[config.mk]
export PLATFORM = sky130hd
export DESIGN_NAME = detector_colisao
export DESIGN_NICKNAME = d
export VERILOG_FILES = /design/src/rtl/detector_colisao.sv
export SDC_FILE = /design/constraint.sdc
export NUM_CORES = 1
export LEC_CHECK = 0
export CORE_MARGIN = 2
export CORE_UTILIZATION = 47
export DETAILED_ROUTE_END_ITERATION = 16
export MAX_ROUTING_LAYER = met4
export PLACE_DENSITY = 0.75
export SLEW_MARGIN = 10
export SYNTH_ARGS = -nofsm -noshare
export SYNTH_HDL_FRONTEND = slang
export SYNTH_SLANG_ARGS = --single-unit
[constraint.sdc]
create_clock -name CLOCK_50 -period 4.4 [get_ports CLOCK_50]
set_clock_uncertainty 0.15 [all_clocks]
set_input_delay 0.88 -clock CLOCK_50 [delete_from_list [all_inputs] [get_ports CLOCK_50]]
set_output_delay 0.88 -clock CLOCK_50 [all_outputs]
set_load 0.03 [all_outputs]
[src/rtl/detector_colisao.sv]
// detector_colisao: once-per-frame shot/enemy collision test, score keeping
// and enemy life cycle (alive -> test -> exploding -> dead).
// Optional feature: define COLISAO_JOGADOR_EN to also test the player
// rectangle against the enemy and track lives / game over.
// estado_dbg exposes the FSM state (0 VIVO, 1 TESTE, 2 EXPLODINDO, 3 MORTO).
`timescale 1ns/1ps
module detector_colisao #(
   parameter int PONTOS_POR_ACERTO = 10,
   parameter int EXPLOSAO_QUADROS  = 30,
   parameter int TIRO_LARGURA      = 2,
   parameter int TIRO_ALTURA       = 6
`ifdef COLISAO_JOGADOR_EN
   ,
   parameter int VIDAS_INICIAIS    = 3
`endif
) (
   input  logic        CLOCK_50,
   input  logic        reset,
   input  logic        reiniciarJogo,
   input  logic        pausa,
   input  logic        quadro,
   input  logic [9:0]  inimigoX,
   input  logic [9:0]  inimigoY,
   input  logic [9:0]  inimigoLargura,
   input  logic [9:0]  inimigoAltura,
   input  logic [9:0]  tiroX,
   input  logic [9:0]  tiroY,
   input  logic        tiroAtivo,
   output logic        acerto,
   output logic        consumirTiro,
   output logic        inimigoVivo,
   output logic        explodindo,
   output logic [13:0] pontos,
`ifdef COLISAO_JOGADOR_EN
   input  logic [9:0]  jogadorX,
   input  logic [9:0]  jogadorY,
   input  logic [9:0]  jogadorLargura,
   input  logic [9:0]  jogadorAltura,
   output logic [1:0]  vidas,
   output logic        perdeuVida,
   output logic        fimDeJogo,
`endif
   output logic [1:0]  estado_dbg
);

   typedef enum logic [1:0] {
      VIVO       = 2'd0,
      TESTE      = 2'd1,
      EXPLODINDO = 2'd2,
      MORTO      = 2'd3
   } estado_t;

   localparam logic [13:0] PONTOS_MAX = 14'd9999;
   localparam logic [7:0]  CNT_INI    = 8'(EXPLOSAO_QUADROS);

   // Strict AABB overlap in 11-bit arithmetic; empty rectangles never overlap
   // and rectangles that merely touch along an edge do not count.
   function automatic logic sobrepoe(input logic [9:0] ax, ay, aw, ah,
                                     input logic [9:0] bx, by, bw, bh);
      sobrepoe = (aw != 10'd0) && (ah != 10'd0) && (bw != 10'd0) && (bh != 10'd0)
              && ({1'b0, ax} < ({1'b0, bx} + {1'b0, bw}))
              && ({1'b0, bx} < ({1'b0, ax} + {1'b0, aw}))
              && ({1'b0, ay} < ({1'b0, by} + {1'b0, bh}))
              && ({1'b0, by} < ({1'b0, ay} + {1'b0, ah}));
   endfunction

   estado_t     estado_q, estado_d;
   logic        hit_q, hit_d;
   logic [7:0]  cnt_q, cnt_d;
   logic [13:0] pontos_q, pontos_d;
   logic        acerto_q, acerto_d;
   logic        consumir_q, consumir_d;
   logic        vivo_q, vivo_d;
   logic        explodindo_q, explodindo_d;

   logic        aceita;
   logic        acerto_tiro;
   logic [14:0] soma;
   logic [13:0] pontos_sat;

`ifdef COLISAO_JOGADOR_EN
   logic [1:0]  vidas_q, vidas_d;
   logic        perdeu_q, perdeu_d;
   logic        fim_q, fim_d;
   logic        colide_jog;
   logic [1:0]  vidas_menos;
`endif

   // Frame acceptance, collision terms and saturated score.
   // The decision is taken on the operands captured with quadro, so the
   // strobes and the new score are already registered during TESTE.
   always_comb begin
`ifdef COLISAO_JOGADOR_EN
      aceita      = quadro && !pausa && !fim_q;
      colide_jog  = sobrepoe(jogadorX, jogadorY, jogadorLargura, jogadorAltura,
                             inimigoX, inimigoY, inimigoLargura, inimigoAltura);
      vidas_menos = (vidas_q == 2'd0) ? 2'd0 : vidas_q - 2'd1;
`else
      aceita      = quadro && !pausa;
`endif
      acerto_tiro = tiroAtivo &&
                    sobrepoe(tiroX, tiroY, 10'(TIRO_LARGURA), 10'(TIRO_ALTURA),
                             inimigoX, inimigoY, inimigoLargura, inimigoAltura);
      soma        = {1'b0, pontos_q} + 15'(PONTOS_POR_ACERTO);
      pontos_sat  = (soma > {1'b0, PONTOS_MAX}) ? PONTOS_MAX : soma[13:0];
   end

   // Next-state and registered-output logic of the enemy FSM.
   always_comb begin
      estado_d     = estado_q;
      hit_d        = hit_q;
      cnt_d        = cnt_q;
      pontos_d     = pontos_q;
      acerto_d     = 1'b0;
      consumir_d   = 1'b0;
      vivo_d       = vivo_q;
      explodindo_d = explodindo_q;
`ifdef COLISAO_JOGADOR_EN
      vidas_d      = vidas_q;
      perdeu_d     = 1'b0;
      fim_d        = fim_q;
`endif
      case (estado_q)
         VIVO: begin
            if (aceita) begin
               estado_d = TESTE;
`ifdef COLISAO_JOGADOR_EN
               hit_d    = acerto_tiro || colide_jog;
`else
               hit_d    = acerto_tiro;
`endif
               if (acerto_tiro) begin
                  acerto_d     = 1'b1;
                  consumir_d   = 1'b1;
                  pontos_d     = pontos_sat;
                  cnt_d        = CNT_INI;
                  explodindo_d = 1'b1;
               end
`ifdef COLISAO_JOGADOR_EN
               else if (colide_jog) begin
                  perdeu_d     = 1'b1;
                  vidas_d      = vidas_menos;
                  fim_d        = fim_q || (vidas_menos == 2'd0);
                  cnt_d        = CNT_INI;
                  explodindo_d = 1'b1;
               end
`endif
            end
         end
         TESTE: begin
            estado_d = hit_q ? EXPLODINDO : VIVO;
         end
         EXPLODINDO: begin
            if (aceita) begin
               cnt_d = cnt_q - 8'd1;
               if (cnt_q == 8'd1) begin
                  estado_d     = MORTO;
                  vivo_d       = 1'b0;
                  explodindo_d = 1'b0;
               end
            end
         end
         MORTO: begin
         end
         default: begin
            estado_d = VIVO;
         end
      endcase
   end

   // State and output registers; restart behaves exactly like reset.
   always_ff @(posedge CLOCK_50) begin
      if (reset || reiniciarJogo) begin
         estado_q     <= VIVO;
         hit_q        <= 1'b0;
         cnt_q        <= 8'd0;
         pontos_q     <= 14'd0;
         acerto_q     <= 1'b0;
         consumir_q   <= 1'b0;
         vivo_q       <= 1'b1;
         explodindo_q <= 1'b0;
`ifdef COLISAO_JOGADOR_EN
         vidas_q      <= 2'(VIDAS_INICIAIS);
         perdeu_q     <= 1'b0;
         fim_q        <= 1'b0;
`endif
      end else begin
         estado_q     <= estado_d;
         hit_q        <= hit_d;
         cnt_q        <= cnt_d;
         pontos_q     <= pontos_d;
         acerto_q     <= acerto_d;
         consumir_q   <= consumir_d;
         vivo_q       <= vivo_d;
         explodindo_q <= explodindo_d;
`ifdef COLISAO_JOGADOR_EN
         vidas_q      <= vidas_d;
         perdeu_q     <= perdeu_d;
         fim_q        <= fim_d;
`endif
      end
   end

   assign acerto       = acerto_q;
   assign consumirTiro = consumir_q;
   assign inimigoVivo  = vivo_q;
   assign explodindo   = explodindo_q;
   assign pontos       = pontos_q;
   assign estado_dbg   = estado_q;
`ifdef COLISAO_JOGADOR_EN
   assign vidas        = vidas_q;
   assign perdeuVida   = perdeu_q;
   assign fimDeJogo    = fim_q;
`endif

endmodule
==> metrics.txt <==
status=finished, final reports clean; Crit Path Max Fanout=6; worst slew pin tran=0.615 ns; n_diodes=0; Die Wd=92.1 um; post-synth top area share=22.6%; first-pass GRT wire length=17,400 um; pwr dens=169 nW/um^2; full die area=8480 um^2; share of cells above drive strength 1=19.0%; CTS Sinks=28; final setup violation count=0; Die H=92.1 um; grt ovf=0; final instance area=5280 um^2; max-slew violations=0; CTS Buf Count=3; Initial Utilization=47.9%; GRT Util Overall=25.0%; clk slew on worst S/H paths=0.10 ns; TritonRoute pass-1 iters=4; Leakage=2.27 nW; kind of critical path=input port to flip-flop; Hold Path Sink=inimigoVivo; fin crit period=4.27 ns; Post-Route Setup TNS=0 ns; reg2reg setup slack=1.29 ns; Post-route DRC=0; clk root buf=clkbuf_8; placed standard-cell area=4840 um^2; Tcrit/Tclk final=97.1%; M2 GR Usage=47.5%; fin util=69.3%; Synth Area per Inst=8.07 um^2; CP Capture Type=flip-flop; busiest grt layer=met2; gate count of the mapped netlist=452; Worst VDD drop=0.105 mV; initial antenna violation count=0; num ports=86; vias per cell=5.99; Synth cell types=62; largest cells by area after synthesis=ha_1, dfxtp_1, a21oi_1; Area Growth Syn to Fin=44.6%; CP Data Arrival Time=4.34 ns; r2r worst-path depth=9; ys async rst share=0%; Final Hold Fails=0; sequential share of the synthesized area=15.4%; most frequent cells after synthesis=ha_1, a21oi_1, dfxtp_1; Vias=4,078; pin count of the biggest net entering global routing=22; Core ar.=7610 um^2; EDFF count, synth=0; Port-buffer cells=85; routability congestion estimate=0.865; Std-Cell Rows=32; cell with the most instances after synthesis=ha_1; Max-Cap Viols=0; met1 global-route usage=28.8%; vias in the first global route=3,959; hold_sp=inimigoVivo; FMAX=234 MHz; H-tree level count=1; clk_lat worst skew=0.28 ns; Post-DRT Antenna Nets=0; Most used DFF post-synth=dfxtp_1; placed wire-length estimate=8200 um; 1st-iter DRT viols=215; global routing usage on met3=1.73%; clk buf depth=2; Critical Path Source Type=input port; Worst slew margin=58.6%; # nets final=714; syn nets=586; Mapped Area=3650 um^2; HP Class=flip-flop to flip-flop; Detailed Route WL=10,800 um; Yosys top cell by area=ha_1; Crit Reg-Reg Startpoint=pontos[1]; Worst R2R End=pontos[4]; CTS tree=built; Synth Warn #=0; routed len/inst=15.8 um; #FFs+latches synth=28; hold path cells=2; Required @ worst endpoint=4.46 ns
## where the power goes
| part | leakage [nW] | switching [mW] | internal [mW] |
|---|---|---|---|
| logic | 2.01 | 0.223 | 0.248 |
| registers | 0.226 | 0.00247 | 0.255 |
| clock network | 0.0288 | 0.0842 | 0.0803 |
| total | 2.27 | 0.309 | 0.583 |
## state kept, by name (all words and copies together), names as in the netlist
name	flops
cnt_q	8
consumirTiro	1
estado_dbg	2
explodindo	1
hit_q	1
inimigoVivo	1
pontos	14
## worst max-delay path by stage
stage                           startpoint         end  depth (start not counted)
after floorplan                inimigoX[1]  pontos[11]                         16
final                     inimigoAltura[2]    cnt_q[7]                         20
after global routing      inimigoAltura[3]    cnt_q[3]                         21
after CTS                      inimigoX[1]   pontos[4]                         19
after global placement         inimigoX[1]    cnt_q[4]                         18
after detailed placement       inimigoX[1]    cnt_q[3]                         18
## worst max-delay path, cell delays in order
cell and delay (ns):
clkdlybuf4s50_1 0.48, ha_4 0.33, a21oi_4 0.07, nor2_2 0.13, o21ai_2 0.08, buf_4 0.13, buf_4 0.12, buf_4 0.12
buf_4 0.12, buf_4 0.12, buf_4 0.12, buf_4 0.12, buf_4 0.12, buf_4 0.12, buf_4 0.12, a2bb2oi_1 0.15
a21boi_2 0.21, a31oi_2 0.17, or4_1 0.50, a21oi_1 0.15
## cell families (layout without fill, tap and decap cells)
family,after synthesis,count (layout),synth area share [%]
DFF,28,28,15.4
buffers and inverters,39,166,4.97
adders and majority gates,68,68,23.7
xor gates and xnor gates,31,31,7.44
AOI/OAI and AO/OA,148,148,28.0
and+or+nand+nor,138,138,20.4
## layout by cell type (no fill, tap or decap), types with 12 or more instances in the layout
cell type	count
a21oi_1	36
buf_4	56
a21o_1	15
ha_1	58
dfxtp_1	28
nand2_1	27
xor2_1	19
nand3_1	26
o21ai_0	13
inv_1	18
dlymetal6s2s_1	12
nor2_1	16
clkdlybuf4s50_1	71
## per-layer routing
| metal | wire, um | vias to the layer above |
|---|---|---|
| li1 | - | 1983 |
| met1 | 4320 | 1937 |
| met2 | 5780 | 146 |
| met3 | 577 | 12 |
| met4 | 109 | 0 |
| met5 | 0 | - |
## repair_timing
| item | CTS | global route |
|---|---|---|
| setup buffers | 13 | 3 |
| cloned | 1 | 0 |
| endpoints found under the setup margin | 24 | 24 |
| pin swaps | 20 | 34 |
| resized for setup | 22 | 38 |
| hold buffers | 0 | 0 |
## area by class of cell
cell class                      count  area [um^2]
Inverter                           18         67.6
Fill cell                         598         2330
Clock buffer                        4         55.1
Tap cell                          102          128
Sequential cell                    28          561
Multi-Input combinational cell    385         3130
Timing Repair Buffer              144         1340
## stage by stage
step | power [mW] | std cells | setup WS [ns] | hold WS, ns
after detailed placement | 0.666 | 660 | -0.537 | 0.289
final | 0.893 | 681 | 0.127 | 0.300
after CTS | 0.856 | 678 | 0.00103 | 0.304
after floorplan | 0.494 | 452 | 0.0996 | 0.305
after global routing | 0.956 | 681 | -0.00876 | 0.345
after global placement | 0.649 | 660 | -0.451 | 0.281
Power figures use the tool's default switching activity.
